==> src/rtl/uart_rx_engine_pkg.sv <==
// Shared definitions for the UART receive engine: states, baud table and bit-time math.
package uart_rx_engine_pkg;

    typedef enum logic [1:0] {
        IDLE      = 2'd0,
        START_CHK = 2'd1,
        RECEIVE   = 2'd2,
        DONE      = 2'd3
    } rx_state_t;

    localparam int SR_W        = 10;
    localparam int DATA_BITS_8 = 8;
    localparam int DATA_BITS_7 = 7;
    localparam int N_BAUD_SEL  = 16;

    function automatic int baud_rate(input int sel);
        case (sel)
            0:       return 300;
            1:       return 1200;
            2:       return 2400;
            3:       return 4800;
            4:       return 9600;
            5:       return 19200;
            6:       return 38400;
            7:       return 57600;
            8:       return 115200;
            9:       return 230400;
            10:      return 460800;
            11:      return 921600;
            default: return 115200;
        endcase
    endfunction

    // Clocks per bit, rounded to nearest.
    function automatic int bit_ticks(input int clk_hz, input int sel);
        int rate;
        rate = baud_rate(sel);
        return (clk_hz + rate / 2) / rate;
    endfunction

    // Counter width sized by the slowest rate so a full bit never wraps.
    function automatic int tick_width(input int clk_hz);
        return $clog2(bit_ticks(clk_hz, 0) + 1);
    endfunction

endpackage

==> src/rtl/rx_baud_timer.sv <==
// Loadable down-counter; tick is high for the single cycle the count sits at 1.
module rx_baud_timer #(
    parameter int CW = 18
) (
    input  logic          clk,
    input  logic          reset,
    input  logic          load,
    input  logic [CW-1:0] load_val,
    output logic          tick
);

    logic [CW-1:0] cnt;

    always_ff @(posedge clk or negedge reset) begin
        if (!reset) begin
            cnt <= '0;
        end else if (load) begin
            cnt <= load_val;
        end else if (cnt != '0) begin
            cnt <= cnt - CW'(1);
        end
    end

    assign tick = (cnt == CW'(1));

endmodule

==> src/rtl/uart_rx_engine.sv <==
// UART receiver: synchronizer, frame FSM, shift register and host-visible status flags.
// state     | meaning
// IDLE      | waiting for a falling edge on the synchronized line
// START_CHK | half bit elapsed check that start bit is still low
// RECEIVE   | sampling data, parity and stop bits at mid-bit
// DONE      | one cycle: publish character and flags
module uart_rx_engine
    import uart_rx_engine_pkg::*;
#(
    parameter int CLK_HZ = 50000000
) (
    input  logic       clk,
    input  logic       reset,
    input  logic       Rx,
    input  logic [3:0] Baud_Val,
    input  logic       EIGHT,
    input  logic       PEN,
    input  logic       OHEL,
    input  logic       Read,
    output logic [7:0] Data,
    output logic       RxRdy,
    output logic       PERR,
    output logic       FERR,
    output logic       OVF
);

    localparam int CW = tick_width(CLK_HZ);

    logic [CW-1:0] tick_tbl [N_BAUD_SEL];

    for (genvar g = 0; g < N_BAUD_SEL; g++) begin : g_tick_tbl
        assign tick_tbl[g] = CW'(bit_ticks(CLK_HZ, g));
    end

    logic            rx_meta, rx_sync;
    rx_state_t       state;
    logic [3:0]      baud_q;
    logic            eight_q, pen_q, ohel_q;
    logic [3:0]      bit_idx;
    logic [SR_W-1:0] sh;
    logic            rx_high_seen;

    logic            tick;
    logic            timer_load;
    logic [CW-1:0]   timer_val;
    logic            start_det;
    logic [3:0]      n_samples;
    logic [3:0]      last_idx;
    logic [3:0]      shamt;
    logic [8:0]      aligned;
    logic [7:0]      data_nxt;
    logic            par_bit;
    logic            stop_bit;
    logic            perr_nxt;

    always_ff @(posedge clk or negedge reset) begin
        if (!reset) begin
            rx_meta <= 1'b1;
            rx_sync <= 1'b1;
        end else begin
            rx_meta <= Rx;
            rx_sync <= rx_meta;
        end
    end

    // A line stuck low after a bad stop bit must go high before a new start is accepted.
    assign start_det = !rx_sync && rx_high_seen;

    assign n_samples = (eight_q ? 4'(DATA_BITS_8) : 4'(DATA_BITS_7)) + {3'b000, pen_q} + 4'd1;
    assign last_idx  = n_samples - 4'd1;
    assign shamt     = 4'(SR_W) - n_samples;
    assign aligned   = 9'(sh >> shamt);
    assign data_nxt  = eight_q ? aligned[7:0] : {1'b0, aligned[6:0]};
    assign par_bit   = eight_q ? aligned[8] : aligned[7];
    assign stop_bit  = sh[SR_W-1];
    assign perr_nxt  = pen_q & (^data_nxt ^ par_bit ^ ohel_q);

    always_comb begin
        timer_load = 1'b0;
        timer_val  = tick_tbl[baud_q];
        case (state)
            IDLE: begin
                if (start_det) begin
                    timer_load = 1'b1;
                    timer_val  = tick_tbl[Baud_Val] >> 1;
                end
            end
            START_CHK: timer_load = tick && !rx_sync;
            RECEIVE:   timer_load = tick && (bit_idx != last_idx);
            default:   timer_load = 1'b0;
        endcase
    end

    rx_baud_timer #(
        .CW(CW)
    ) u_baud_timer (
        .clk      (clk),
        .reset    (reset),
        .load     (timer_load),
        .load_val (timer_val),
        .tick     (tick)
    );

    always_ff @(posedge clk or negedge reset) begin
        if (!reset) begin
            state        <= IDLE;
            baud_q       <= '0;
            eight_q      <= 1'b0;
            pen_q        <= 1'b0;
            ohel_q       <= 1'b0;
            bit_idx      <= '0;
            sh           <= '0;
            rx_high_seen <= 1'b0;
            Data         <= '0;
            RxRdy        <= 1'b0;
            PERR         <= 1'b0;
            FERR         <= 1'b0;
            OVF          <= 1'b0;
        end else begin
            if (Read) begin
                RxRdy <= 1'b0;
                OVF   <= 1'b0;
            end

            if (state == DONE) begin
                rx_high_seen <= 1'b0;
            end else if (rx_sync) begin
                rx_high_seen <= 1'b1;
            end

            case (state)
                IDLE: begin
                    if (start_det) begin
                        state   <= START_CHK;
                        baud_q  <= Baud_Val;
                        eight_q <= EIGHT;
                        pen_q   <= PEN;
                        ohel_q  <= OHEL;
                    end
                end
                START_CHK: begin
                    if (tick) begin
                        if (!rx_sync) begin
                            state   <= RECEIVE;
                            bit_idx <= '0;
                        end else begin
                            state <= IDLE;
                        end
                    end
                end
                RECEIVE: begin
                    if (tick) begin
                        sh <= {rx_sync, sh[SR_W-1:1]};
                        if (bit_idx == last_idx) begin
                            state <= DONE;
                        end else begin
                            bit_idx <= bit_idx + 4'd1;
                        end
                    end
                end
                DONE: begin
                    // A Read in this same cycle consumed the old character, so no overrun.
                    Data  <= data_nxt;
                    RxRdy <= 1'b1;
                    PERR  <= perr_nxt;
                    FERR  <= !stop_bit;
                    OVF   <= RxRdy && !Read;
                    state <= IDLE;
                end
                default: state <= IDLE;
            endcase
        end
    end

endmodule
==> config.mk <==
export PLATFORM = sky130hd
export DESIGN_NAME = uart_rx_engine
export DESIGN_NICKNAME = d
export VERILOG_FILES = /design/src/rtl/uart_rx_engine_pkg.sv /design/src/rtl/rx_baud_timer.sv /design/src/rtl/uart_rx_engine.sv
export SDC_FILE = /design/constraint.sdc
export NUM_CORES = 1
export LEC_CHECK = 0
export CORE_ASPECT_RATIO = 1.1
export CORE_MARGIN = 5
export CORE_UTILIZATION = 53
export DETAILED_ROUTE_END_ITERATION = 7
export PLACE_DENSITY = 0.72
export SLEW_MARGIN = 10
export SYNTH_ARGS = -nofsm -noshare
export SYNTH_HDL_FRONTEND = slang
export SYNTH_SLANG_ARGS = --single-unit
export TNS_END_PERCENT = 50
==> constraint.sdc <==
create_clock -name clk -period 6.5 [get_ports clk]
set_input_delay 0.65 -clock clk [delete_from_list [all_inputs] [get_ports clk]]
set_output_delay 0.65 -clock clk [all_outputs]
set_load 0.02 [all_outputs]
==> key figures <==
STA
  • RSZ-0062 raised after global routing: no
  • PnR worst setup slack: 3.420 ns
  • Tmin final: 3.080 ns
  • Relative slew margins: 39.71%
  • Worst Skew: 0.007346 ns
  • Fin crit share: 47.38%
  • Endpoints failing hold: 0
  • Max Fclk: 0.3247 GHz
  • Worst-Margin Slew: 0.9024 ns
  • Final setup violation count: 0
  • Pins over their slew limit: 0
  • Setup TNS: 0 ns

Worst setup path
  • Setup CP Type: flop to flop
  • CP arrival: 3.30 ns
  • R2R cell count: 9
  • Critical Path RT: 6.72 ns
  • R2r setup slk: 3.42 ns
  • Crit path launch type: flop
  • R2R Path End: u_baud_timer.cnt[17]
  • Worst Path Max Fanout: 35
  • CP endpoint: u_baud_timer.cnt[17]
  • RR Startpoint: eight_q
  • CP Capture Type: flop
  • Crit path launch: eight_q

Clock tree
  • CTS Sinks: 56
  • Total CTS buffers: 5
  • CTS tree: done
  • CTS Root Cell: clkbuf_8
  • Worst skew pair latency: 0.31 ns
  • H-tree lvl count: 2
  • Post_cts resized: 0
  • Post-CTS Setup Bufs: 0
  • Clk buf depth: 2
  • Clock-pin slew on the worst setup and hold paths: 0.10 ns
  • Hold-fix buffers at CTS: 0

GRT
  • Vias in the first global route: 3,067
  • Initial antenna violation count: 0
  • Largest net degree at the start of global routing: 57
  • Total Routing Usage GR: 19.56%
  • GRT overflow: 0
  • First-pass GRT wire length: 14,490 um

Synthesis
  • Post-synth EDFFs: 0
  • Synth unique cells: 57
  • Flops & latches, synth: 56
  • Largest cells by area after synthesis: dfrtp_1, ha_1, mux2_2, nor2_1, nand2_1
  • FFs w/ async S/R, synth: 100.0%
  • Dominant cell type by area after synthesis: dfrtp_1
  • Post-Syn Instances: 425
  • Seq/Total Area, Yosys: 36.12%
  • Synth warnings: 0
  • Mapped Nets: 458
  • Ys flop type: dfrtp_1
  • Post-synth top area share: 34.77%
  • Synth Area per Inst: 9.144 um2
  • Post-Syn Area: 0.003886 mm2

Floorplanning
  • Site row count: 32
  • Initial Util: 54.84%
  • Die X: 91.65 um
  • Die ar.: 0.009147 mm2
  • Die H: 99.81 um
  • Top-level I/O count: 23
  • Core area: 0.007087 mm2

Final layout
  • Share of layout cells above drive strength 1: 11.70%
  • Final layout net count: 468
  • Final non-filler cell total: 521
  • # fillers: 610
  • Number of antenna diodes: 0
  • Area added between synthesis and finish: 8.983%

Routing
  • DR DRC count: 0
  • Final wirelength: 8476 um
  • Initial DRC count: 136
  • Drt via density: 5.921
  • DRT Pass-1 Iters: 4
  • DRT antenna net count: 0
  • Via count: 3,085
  • WL per Instance: 16.27 um

Hold path
  • Hold depth: 0
  • Hold crit path type: flop to flop

Status
  • Outcome: completed

Placement
  • Post-Place Setup Slack: 3.414 ns
  • Placed cell count: 513
  • Routability Congestion: 0.9238
  • Dpl hpwl: 6138 um
  • Port buffer count: 22

Run
  • Max cap viols: 0

Power and ir drop
  • Pleak: 1.821 nW
  • VDD IR-drop max: 222.1 uV
  • Pwr/cell area: 395.5 mW/mm2
-- cell type report --
type | count | area [um2] | share of cell area [%]
clock inverter | 3 | 42.54 | 1.004
multi-input combinational | 321 | 2282 | 53.88
tap | 85 | 106.4 | 2.511
timing repair buffer | 24 | 230.2 | 5.436
clock buffer | 5 | 68.82 | 1.625
inverter | 27 | 101.3 | 2.393
sequential | 56 | 1404 | 33.15
-- placed cells by master, fill, tap and decap left out, drive strengths merged, types with 5 or more instances in the layout --
cell,n
nand2,39
a211oi,5
or3,7
nor2b,5
a21oi,29
o31ai,11
inv,27
nor2,41
nor3,14
xor2,9
nand2b,5
nand3,10
clkdlybuf4s50,21
o21ai,24
dfrtp,54
o211ai,5
mux2,19
xnor2,15
o22ai,11
ha,22
mux2i,14
clkbuf,5
-- critical path, stage by stage (launching register included) --
cell       delay (ns)
dfrtp_1          0.45
inv_1            0.12
ha_1             0.73
xnor2_1          0.21
a211oi_2         0.10
nand2_1          0.09
o2111ai_1        0.16
a21oi_4          0.76
nor3_1           0.14
a41o_1           0.23
-- sequential cells by signal, summed over array words and instances, names as in the netlist, named ones only --
register	count
state	1
OVF	1
FERR	1
PERR	1
pen_q	1
eight_q	1
sh	10
Data	8
u_baud_timer.cnt	18
rx_high_seen	1
ohel_q	1
bit_idx	4
rx_meta	1
baud_q	4
rx_sync	1
RxRdy	1
-- how the worst min path moves through the flow --
stage	from	to
final	rx_meta	rx_sync
after global routing	rx_meta	rx_sync
after CTS	rx_meta	rx_sync
after detailed placement	rx_meta	rx_sync
after global placement	rx_meta	rx_sync
after floorplan	reset	Data[0]
-- cells in the mapped netlist (3+ instances only) --
master / instances
dfrtp_1: 54
nor2_1: 41
nand2_1: 39
inv_1: 27
o21ai_0: 24
a21oi_1: 23
ha_1: 22
mux2_2: 17
xnor2_1: 15
mux2i_1: 14
nor3_1: 13
clkbuf_1: 12
o22ai_1: 11
nand3_1: 10
o31ai_1: 9
xor2_1: 9
a21oi_2: 5
nand2b_1: 5
nor2b_1: 5
o211ai_1: 5
a211oi_1: 4
buf_2: 4
a22o_1: 3
a32oi_1: 3
mux4_2: 3
or3_1: 3
or3_4: 3
-- kinds of logic after synthesis --
group | share of synthesized area, %
AND/OR/NAND/NOR | 16.42
AO/OA/AOI/OAI | 18.38
flip-flops | 36.12
buffers and inverters | 5.151
multiplexers | 10.85
XOR/XNOR | 5.989
adder cells (fa/ha/maj) | 7.083
-- layer usage --
metal	up-vias	part of all wire (%)	global-route usage [%]
met4	0	2.4	7.773
met2	72	52	36.82
li1	1530	-	-
met5	-	0	0
met3	13	3.5	2.999
met1	1470	42	22.00
-- per-stage QoR --
stage | util [%] | area [um2] | power (mW) | hold slack [ns]
finish | 59.76 | 4235 | 1.675 | 0.3673
global route | 59.76 | 4235 | 1.813 | 0.3725
CTS | 59.76 | 4235 | 1.680 | 0.3687
detailed placement | 58.19 | 4124 | 1.445 | 0.3537
global placement | 58.19 | 4124 | 1.421 | 0.3457
floorplan | - | 3886 | 1.248 | 0.3452
-- power breakdown --
group / switching, mW / internal, mW
logic: 0.496 / 0.378
clock network: 0.117 / 0.114
registers: 0.123 / 0.447
total: 0.736 / 0.939
(Power assumes the default switching activity.)
